File: src/rtl/regfile_access_ctrl_if.sv
// Debug request/response channel into the regfile access controller.
// Request is a valid/ready handshake; the response is an unthrottled one-cycle pulse.
interface regfile_access_ctrl_if;
    logic        dbg_req_valid;
    logic        dbg_req_we;
    logic [4:0]  dbg_req_addr;
    logic [31:0] dbg_req_wdata;
    logic        dbg_req_ready;
    logic        dbg_rsp_valid;
    logic [31:0] dbg_rsp_rdata;

    modport master (
        output dbg_req_valid, dbg_req_we, dbg_req_addr, dbg_req_wdata,
        input  dbg_req_ready, dbg_rsp_valid, dbg_rsp_rdata
    );

    modport slave (
        input  dbg_req_valid, dbg_req_we, dbg_req_addr, dbg_req_wdata,
        output dbg_req_ready, dbg_rsp_valid, dbg_rsp_rdata
    );
endinterface

File: src/rtl/regfile_access_ctrl.sv
// Zeroes x1..x31 after reset, then muxes core and single-outstanding debug traffic onto the regfile.
// Debug read: response 2 cycles after accept; debug write waits for a free port, stealing it after MAX_WAIT busy cycles.
module regfile_access_ctrl #(
    parameter bit          CLEAR_ON_RESET = 1'b1,
    parameter int unsigned MAX_WAIT       = 15
) (
    input  logic        clk,
    input  logic        rst,

    input  logic        core_write,
    input  logic [4:0]  core_wa,
    input  logic [31:0] core_wd,
    input  logic [4:0]  core_ra1,
    input  logic [4:0]  core_ra2,
    output logic [31:0] core_rd1,
    output logic [31:0] core_rd2,
    output logic        core_stall,

    output logic        rf_write,
    output logic [4:0]  rf_wa,
    output logic [31:0] rf_wd,
    output logic [4:0]  rf_ra1,
    output logic [4:0]  rf_ra2,
    input  logic [31:0] rf_rd1,
    input  logic [31:0] rf_rd2,

    regfile_access_ctrl_if.slave dbg
);

    localparam int WAIT_W = $clog2(MAX_WAIT + 1);

    typedef enum logic [2:0] {
        S_CLEAR,
        S_IDLE,
        S_WR,
        S_RD,
        S_RSP
    } state_t;

    localparam state_t RST_STATE = CLEAR_ON_RESET ? S_CLEAR : S_IDLE;

    state_t              state_q, state_d;
    logic [4:0]          clr_cnt_q, clr_cnt_d;
    logic [WAIT_W-1:0]   wait_cnt_q, wait_cnt_d;
    logic                req_we_q, req_we_d;
    logic [4:0]          req_addr_q, req_addr_d;
    logic [31:0]         req_wdata_q, req_wdata_d;
    logic [31:0]         rsp_rdata_q, rsp_rdata_d;

    assign core_rd1 = rf_rd1;
    assign core_rd2 = rf_rd2;
    assign dbg.dbg_rsp_rdata = rsp_rdata_q;

    always_ff @(posedge clk) begin
        if (rst) begin
            state_q     <= RST_STATE;
            clr_cnt_q   <= 5'd1;
            wait_cnt_q  <= '0;
            req_we_q    <= 1'b0;
            req_addr_q  <= 5'd0;
            req_wdata_q <= 32'd0;
            rsp_rdata_q <= 32'd0;
        end else begin
            state_q     <= state_d;
            clr_cnt_q   <= clr_cnt_d;
            wait_cnt_q  <= wait_cnt_d;
            req_we_q    <= req_we_d;
            req_addr_q  <= req_addr_d;
            req_wdata_q <= req_wdata_d;
            rsp_rdata_q <= rsp_rdata_d;
        end
    end

    always_comb begin
        state_d     = state_q;
        clr_cnt_d   = clr_cnt_q;
        wait_cnt_d  = wait_cnt_q;
        req_we_d    = req_we_q;
        req_addr_d  = req_addr_q;
        req_wdata_d = req_wdata_q;
        rsp_rdata_d = rsp_rdata_q;

        rf_write    = core_write;
        rf_wa       = core_wa;
        rf_wd       = core_wd;
        rf_ra1      = core_ra1;
        rf_ra2      = core_ra2;
        core_stall  = 1'b0;

        dbg.dbg_req_ready = 1'b0;
        dbg.dbg_rsp_valid = 1'b0;

        unique case (state_q)
            S_CLEAR: begin
                rf_write   = 1'b1;
                rf_wa      = clr_cnt_q;
                rf_wd      = 32'd0;
                core_stall = 1'b1;
                if (clr_cnt_q == 5'd31) begin
                    clr_cnt_d = 5'd1;
                    state_d   = S_IDLE;
                end else begin
                    clr_cnt_d = clr_cnt_q + 5'd1;
                end
            end

            S_IDLE: begin
                dbg.dbg_req_ready = 1'b1;
                if (dbg.dbg_req_valid) begin
                    req_we_d    = dbg.dbg_req_we;
                    req_addr_d  = dbg.dbg_req_addr;
                    req_wdata_d = dbg.dbg_req_wdata;
                    wait_cnt_d  = '0;
                    state_d     = dbg.dbg_req_we ? S_WR : S_RD;
                end
            end

            S_WR: begin
                // The write is issued in the reset cycle only if reset is low,
                // so an aborted request never reaches the regfile.
                if (!core_write || wait_cnt_q == WAIT_W'(MAX_WAIT)) begin
                    core_stall = core_write;
                    if (!rst) begin
                        rf_write = 1'b1;
                        rf_wa    = req_addr_q;
                        rf_wd    = req_wdata_q;
                    end else begin
                        rf_write = 1'b0;
                    end
                    rsp_rdata_d = 32'd0;
                    state_d     = S_RSP;
                end else begin
                    wait_cnt_d = wait_cnt_q + WAIT_W'(1);
                end
            end

            S_RD: begin
                core_stall  = 1'b1;
                rf_write    = 1'b0;
                rf_ra2      = req_addr_q;
                rsp_rdata_d = (req_addr_q == 5'd0) ? 32'd0 : rf_rd2;
                state_d     = S_RSP;
            end

            S_RSP: begin
                dbg.dbg_rsp_valid = !rst;
                state_d           = S_IDLE;
            end

            default: begin
                state_d = RST_STATE;
            end
        endcase
    end

endmodule

File: src/flat_wrapper.sv
// flat-port wrapper written by rule: the top's interface ports become plain ports
module regfile_access_ctrl_flat 
#(
    parameter bit          CLEAR_ON_RESET = 1'b1,
    parameter int unsigned MAX_WAIT       = 15
)
  (clk, rst, core_write, core_wa, core_wd, core_ra1, core_ra2, core_rd1, core_rd2, core_stall, rf_write, rf_wa, rf_wd, rf_ra1, rf_ra2, rf_rd1, rf_rd2, dbg_dbg_req_valid, dbg_dbg_req_we, dbg_dbg_req_addr, dbg_dbg_req_wdata, dbg_dbg_req_ready, dbg_dbg_rsp_valid, dbg_dbg_rsp_rdata);
  regfile_access_ctrl_if dbg_i ();
  input  logic clk;
  input  logic rst;
  input  logic core_write;
  input  logic [4:0] core_wa;
  input  logic [31:0] core_wd;
  input  logic [4:0] core_ra1;
  input  logic [4:0] core_ra2;
  output logic [31:0] core_rd1;
  output logic [31:0] core_rd2;
  output logic core_stall;
  output logic rf_write;
  output logic [4:0] rf_wa;
  output logic [31:0] rf_wd;
  output logic [4:0] rf_ra1;
  output logic [4:0] rf_ra2;
  input  logic [31:0] rf_rd1;
  input  logic [31:0] rf_rd2;
  input wire logic [$bits(dbg_i.dbg_req_valid)-1:0] dbg_dbg_req_valid;
  input wire logic [$bits(dbg_i.dbg_req_we)-1:0] dbg_dbg_req_we;
  input wire logic [$bits(dbg_i.dbg_req_addr)-1:0] dbg_dbg_req_addr;
  input wire logic [$bits(dbg_i.dbg_req_wdata)-1:0] dbg_dbg_req_wdata;
  output wire logic [$bits(dbg_i.dbg_req_ready)-1:0] dbg_dbg_req_ready;
  output wire logic [$bits(dbg_i.dbg_rsp_valid)-1:0] dbg_dbg_rsp_valid;
  output wire logic [$bits(dbg_i.dbg_rsp_rdata)-1:0] dbg_dbg_rsp_rdata;
  assign dbg_i.dbg_req_valid = dbg_dbg_req_valid;
  assign dbg_i.dbg_req_we = dbg_dbg_req_we;
  assign dbg_i.dbg_req_addr = dbg_dbg_req_addr;
  assign dbg_i.dbg_req_wdata = dbg_dbg_req_wdata;
  assign dbg_dbg_req_ready = dbg_i.dbg_req_ready;
  assign dbg_dbg_rsp_valid = dbg_i.dbg_rsp_valid;
  assign dbg_dbg_rsp_rdata = dbg_i.dbg_rsp_rdata;
  regfile_access_ctrl #(.CLEAR_ON_RESET(CLEAR_ON_RESET), .MAX_WAIT(MAX_WAIT)) u_core (.clk(clk), .rst(rst), .core_write(core_write), .core_wa(core_wa), .core_wd(core_wd), .core_ra1(core_ra1), .core_ra2(core_ra2), .core_rd1(core_rd1), .core_rd2(core_rd2), .core_stall(core_stall), .rf_write(rf_write), .rf_wa(rf_wa), .rf_wd(rf_wd), .rf_ra1(rf_ra1), .rf_ra2(rf_ra2), .rf_rd1(rf_rd1), .rf_rd2(rf_rd2), .dbg(dbg_i));
endmodule
File: config.mk
export PLATFORM = sky130hd
export DESIGN_NAME = regfile_access_ctrl_flat
export DESIGN_NICKNAME = d
export VERILOG_FILES = /design/src/rtl/regfile_access_ctrl_if.sv /design/src/rtl/regfile_access_ctrl.sv /design/src/flat_wrapper.sv
export SDC_FILE = /design/constraint.sdc
export NUM_CORES = 1
export LEC_CHECK = 0
export ABC_AREA = 1
export BUFFER_PORTS_ARGS = -buffer_cell sky130_fd_sc_hd__buf_4
export CAP_MARGIN = 5
export CORE_UTILIZATION = 30
export DETAILED_ROUTE_END_ITERATION = 7
export GPL_TIMING_DRIVEN = 0
export PLACE_DENSITY_LB_ADDON = 0.3
export SLEW_MARGIN = 25
export SYNTH_ARGS = -nofsm -noshare
export SYNTH_HDL_FRONTEND = slang
export SYNTH_SLANG_ARGS = --single-unit
File: constraint.sdc
create_clock -name clk -period 2 [get_ports clk]
set_clock_uncertainty 0.15 [all_clocks]
set_input_delay 0.3 -clock clk [delete_from_list [all_inputs] [get_ports clk]]
set_output_delay 0.3 -clock clk [all_outputs]
set_load 0.05 [all_outputs]
Word-level counts from Yosys, hierarchy flattened

Index checks and enable logic that the tools add are counted.
W data, S select, Z words.

Register bits: 81
Input port bits: 153
Output and inout port bits: 147
Word-level logic and storage cells: 56

Add/subtract/negate cells: 2
Equality and inequality tests: 10
Mux-type cells: 26
Reduce and logical (&&, ||, !) cells: 12

Operator list:

| cell                  | number |
|---|---|
| $mux W32              | 4 |
| $pmux W32 S2          | 2 |
| $mux W5               | 4 |
| $pmux W3 S5           | 1 |
| $pmux W5 S2           | 1 |
| $mux W3               | 3 |
| $mux W4               | 2 |
| $pmux W4 S2           | 1 |
| $eq A3 B2 Y1 const B  | 2 |
| $mux W1               | 6 |
| $reduce_and A3 Y1     | 2 |
| $add A5 B1 Y5 const B | 1 |
| $eq A5 B5 Y1 const B  | 1 |
| $logic_not A5 Y1      | 1 |
| $add A4 B1 Y4 const B | 1 |
| $eq A4 B4 Y1 const B  | 1 |
| $ne A2 B1 Y1 const B  | 2 |
| $ne A2 B2 Y1 const B  | 2 |
| $reduce_and A2 Y1     | 2 |
| $reduce_bool A2 Y1    | 2 |
| $eq A3 B1 Y1 const B  | 1 |
| $eq A3 B3 Y1 const B  | 1 |
| $logic_not A3 Y1      | 1 |
| $pmux W1 S3           | 1 |
| 4 further kinds       | 5 |

Longest topological paths before layout

Depth in word-level cells: 4
Gate-level depth with buffers: 9

Worst setup path after synthesis

No wires, ideal clock.

Kind: input -> output
From: in rst
To: out dbg_dbg_rsp_valid
Data arrival time: 2.161 ns
Required time: 1.550 ns
Path slack: -0.611 ns
Cell stages on the path: 3
Path buffers: 2
Path through: buf_2 -> buf_1 -> nor4_1

Word-level cells in the longest chain between the ends: 2

RTL lines:

| element            | line                      | RTL |
|---|---|---|
| start: declaration | flat_wrapper.sv:10        | `input logic rst;` |
| $logic_not A1 Y1   | --                        |  |
| $mux W1            | regfile_access_ctrl.sv:93 | `unique case (state_q)` |
| end: declaration   | flat_wrapper.sv:31        | `output wire logic [$bits(dbg_i.dbg_rsp_valid)-1:0] dbg_dbg_rsp_valid;` |

No other way between the ends.

Worst setup path after layout

From: reg u_core.wait_cnt_q[1]
To: out rf_wd[2]

Word-level cells in the longest chain between the ends: 4

RTL lines:

| element                  | line                       | RTL |
|---|---|---|
| start: declaration       | regfile_access_ctrl.sv:44  | `logic [WAIT_W-1:0] wait_cnt_q, wait_cnt_d;` |
| start signal: assignment | regfile_access_ctrl.sv:66  | `wait_cnt_q <= wait_cnt_d;` |
| $eq A4 B4 Y1             | regfile_access_ctrl.sv:121 | `if (!core_write \|\| wait_cnt_q == WAIT_W'(MAX_WAIT)) begin` |
| $logic_or A1 B1 Y1       | regfile_access_ctrl.sv:121 |  |
| $mux W32                 | regfile_access_ctrl.sv:121 |  |
| $pmux W32 S2             | regfile_access_ctrl.sv:93  |  |
| end: declaration         | flat_wrapper.sv:21         | `output logic [31:0] rf_wd;` |

No other way between the ends.

==> out/metrics.cfg <==
[run_status]
status=finished, violations left
violations=setup timing

[placed_design]
dp_hpwl_um=11100
place_congestion=0.801
dpl_worst_slack_ns=-0.413
portBuffers=261

[cts]
clkTransAtPathRegs_ns=0.06
tritoncts=yes
root_buffer=clkbuf_16
clkLatencyLatePin_ns=0.34
max-clock-path-buffers=2
cts-buffers-inserted=9
htree_levels=3
clock-sinks=81
holdBufCountCts=0

[cells_and_area]
final_nets=1089
insertedDiodeCount=0
fillCellCount=1384
drive_gt1_frac=0.628
fin_util=0.570
synthToLayoutAreaGrowth_pct=84.4

[synth]
syn_inst=632
synth_edf_count=0
ys_ff_latch=81
ys_seq_area_frac=0.359
ys_types=29
ys_async_sr_fraction=0
synth_flop_cell=dfxtp_1
syn_area_um2=4510
syn_area_per_cell_um2=7.14
syn_nets=788
ys_warn_count=0

[timing]
setup_viol=46
post-route-period-util=1.14
fmax_mhz=440
maxSlewHeadroom=0.523
tns_ns=-9.56
hold_violations=0
rsz0062_at_grt=yes
period_minus_slack_ns=2.27
slew_violations=0
tightest_slew_ns=0.716
worst_slack_ns=-0.275

[route]
wl_per_cell_um=13.7
dr.first_iter.drc_count=189
wl_um=15300
ant_nets=0
first_pass_iters=4
drc=0
num_vias=4998
avgViaCountPerCell=4.46

[pwr]
power.total_w=0.00406
pwr-share-seq=0.400
cellLeakagePower_nw=3.99
power_frac_comb=0.224
p_int_w=0.00287
power_density_nw_per_um2=488
p_sw_w=0.00119
sw_frac_of_total=0.293
peakVddDrop_v=0.000300
clkPwrFrac=0.375

[grt]
grt_pass1_wl_um=23600
grt_max_degree=14
gr-usage-all-layers=0.191
grt_pass1_vias=4728
overflow=0
antenna_found_initial=0

[floorplanning]
num_rows=44
initial_utilization=0.309
dieWidth_um=125
die_area_um2=15500
die-height_um=125
ios=300
core-area_um2=14600

[min_path]
hold_path_class=input pin to flip-flop
hold_path_depth=3
worstHoldStart=dbg_dbg_req_wdata[13]

[setup_path]
crit_required_ns=1.55
crit_path_max_fanout=10
crit_path_end_kind=primary output
r2r_cells=11
worstSetupPathType=flip-flop to primary output
crit_start=u_core.wait_cnt_q[1]
crit-reg2reg-launch=u_core.wait_cnt_q[1]
arrival_ns=1.82
start_kind=flip-flop

[flow_run]
maxCapViolCount=0

state kept, by name, summed over array words and instances, names as in the netlist:
signal                    flops
u_core.req_addr_q             5
u_core.dbg.dbg_rsp_rdata     32
u_core.wait_cnt_q             4
u_core.state_q                3
u_core.clr_cnt_q              5
u_core.req_wdata_q           32
metrics by stage:
stage                     cell area [um2]  instances  hold slack (ns)
after floorplan                      4880        632            0.293
after CTS                            8040       1111           0.0477
final                                8320       1121           0.0613
after global routing                 8320       1121           0.0646
after global placement               7070       1077            0.300
after detailed placement             7070       1077            0.306
worst paths after layout:
path,slack (ns),to
hold / removal,0.06,u_core.req_wdata_q[13]
setup / recovery,-0.27,rf_wd[2]
setup reg to reg,-0.01,u_core.dbg.dbg_rsp_rdata[7]
hold reg to reg,0.31,u_core.dbg.dbg_rsp_rdata[18]
kinds of logic (layout without fill, tap and decap cells):
kind of cell | Yosys count | in the layout | synth area share
buffers and inverters | 159 | 463 | 0.205
AO/OA/AOI/OAI | 126 | 127 | 0.170
adder cells (fa/ha/maj) | 3 | 3 | 0.00832
flip-flops | 81 | 81 | 0.359
AND/OR/NAND/NOR | 263 | 263 | 0.257
timing repair:
item / 4_1_cts / 5_1_grt
setup endpoints to repair: 44 / 74
cloned: 3 / 4
resized for setup: 147 / 57
pin swaps: 10 / 11
buffers inserted: 16 / 6
placed cells by master (no fill, tap or decap), types with 3 or more instances in the layout:
| master | n |
|---|---|
| nand3_2 | 12 |
| o21ai_4 | 31 |
| a21oi_2 | 30 |
| buf_2 | 5 |
| inv_1 | 53 |
| dfxtp_1 | 77 |
| o21ai_0 | 12 |
| buf_12 | 9 |
| buf_8 | 9 |
| inv_2 | 5 |
| buf_4 | 306 |
| clkbuf_16 | 9 |
| nor2_4 | 3 |
| o21ai_2 | 7 |
| clkinv_2 | 4 |
| nand3_1 | 10 |
| a21oi_1 | 42 |
| clkbuf_1 | 7 |
| nand2_4 | 19 |
| nand2_1 | 114 |
| nand2_2 | 70 |
| nor3_1 | 5 |
| nor2_1 | 21 |
| buf_6 | 51 |
metal layers:
metal  up-vias  wire [um]  GRT usage
met4         0        294     0.0716
met1      2230       6080      0.215
li1       2534          -          -
met2       211       7780      0.341
met5         -          0          0
met3        23       1190     0.0511
Yosys cell counts, types with 2 or more instances:
master | count | area [um2]
nand2_1 | 171 | 642
nand3_2 | 2 | 20.0
a21oi_2 | 30 | 263
nor2_4 | 3 | 33.8
nand3_1 | 22 | 110
nand4_1 | 2 | 12.5
buf_6 | 3 | 33.8
buf_2 | 9 | 45.0
nor3_1 | 5 | 25.0
nand2_4 | 2 | 22.5
buf_4 | 78 | 586
nand2_2 | 32 | 200
inv_2 | 6 | 22.5
ha_1 | 3 | 37.5
a21oi_1 | 42 | 210
o21ai_1 | 35 | 175
nor2_1 | 22 | 82.6
dfxtp_1 | 81 | 1620
inv_1 | 53 | 199
o21ai_0 | 14 | 70.1
clkbuf_1 | 8 | 30.0
o211ai_1 | 2 | 15.0
worst max-delay path, cell delays in order, from the launching register on:
cell and delay, ns:
dfxtp_2 0.36, ha_4 0.16, nand3_4 0.08, nand2_4 0.11, nand2_8 0.07, a21oi_4 0.17
buf_12 0.14, buf_12 0.18, o21ai_4 0.06, buf_6 0.15
cell type report:
| type | count | area [um2] | share of cell area |
|---|---|---|---|
| well taps | 184 | 230 | 0.0277 |
| multi-input cells | 393 | 2720 | 0.327 |
| clock inverters | 5 | 31.3 | 0.00376 |
| flip-flops and latches | 81 | 1630 | 0.196 |
| plain buffers | 99 | 805 | 0.0967 |
| clock buffers | 10 | 239 | 0.0287 |
| repair buffers | 289 | 2440 | 0.293 |
| inverters | 60 | 231 | 0.0278 |
power groups by stage:
stage / Combinational (W) / Clock (W) / Sequential (W)
finish: 0.000912 / 0.00153 / 0.00163
global route: 0.000958 / 0.00162 / 0.00163
CTS: 0.000895 / 0.00157 / 0.00163
detailed placement: 0.000867 / 0 / 0.00167
global placement: 0.000863 / 0 / 0.00167
floorplan: 0.000524 / 0 / 0.00166
(Power assumes the default switching activity.)
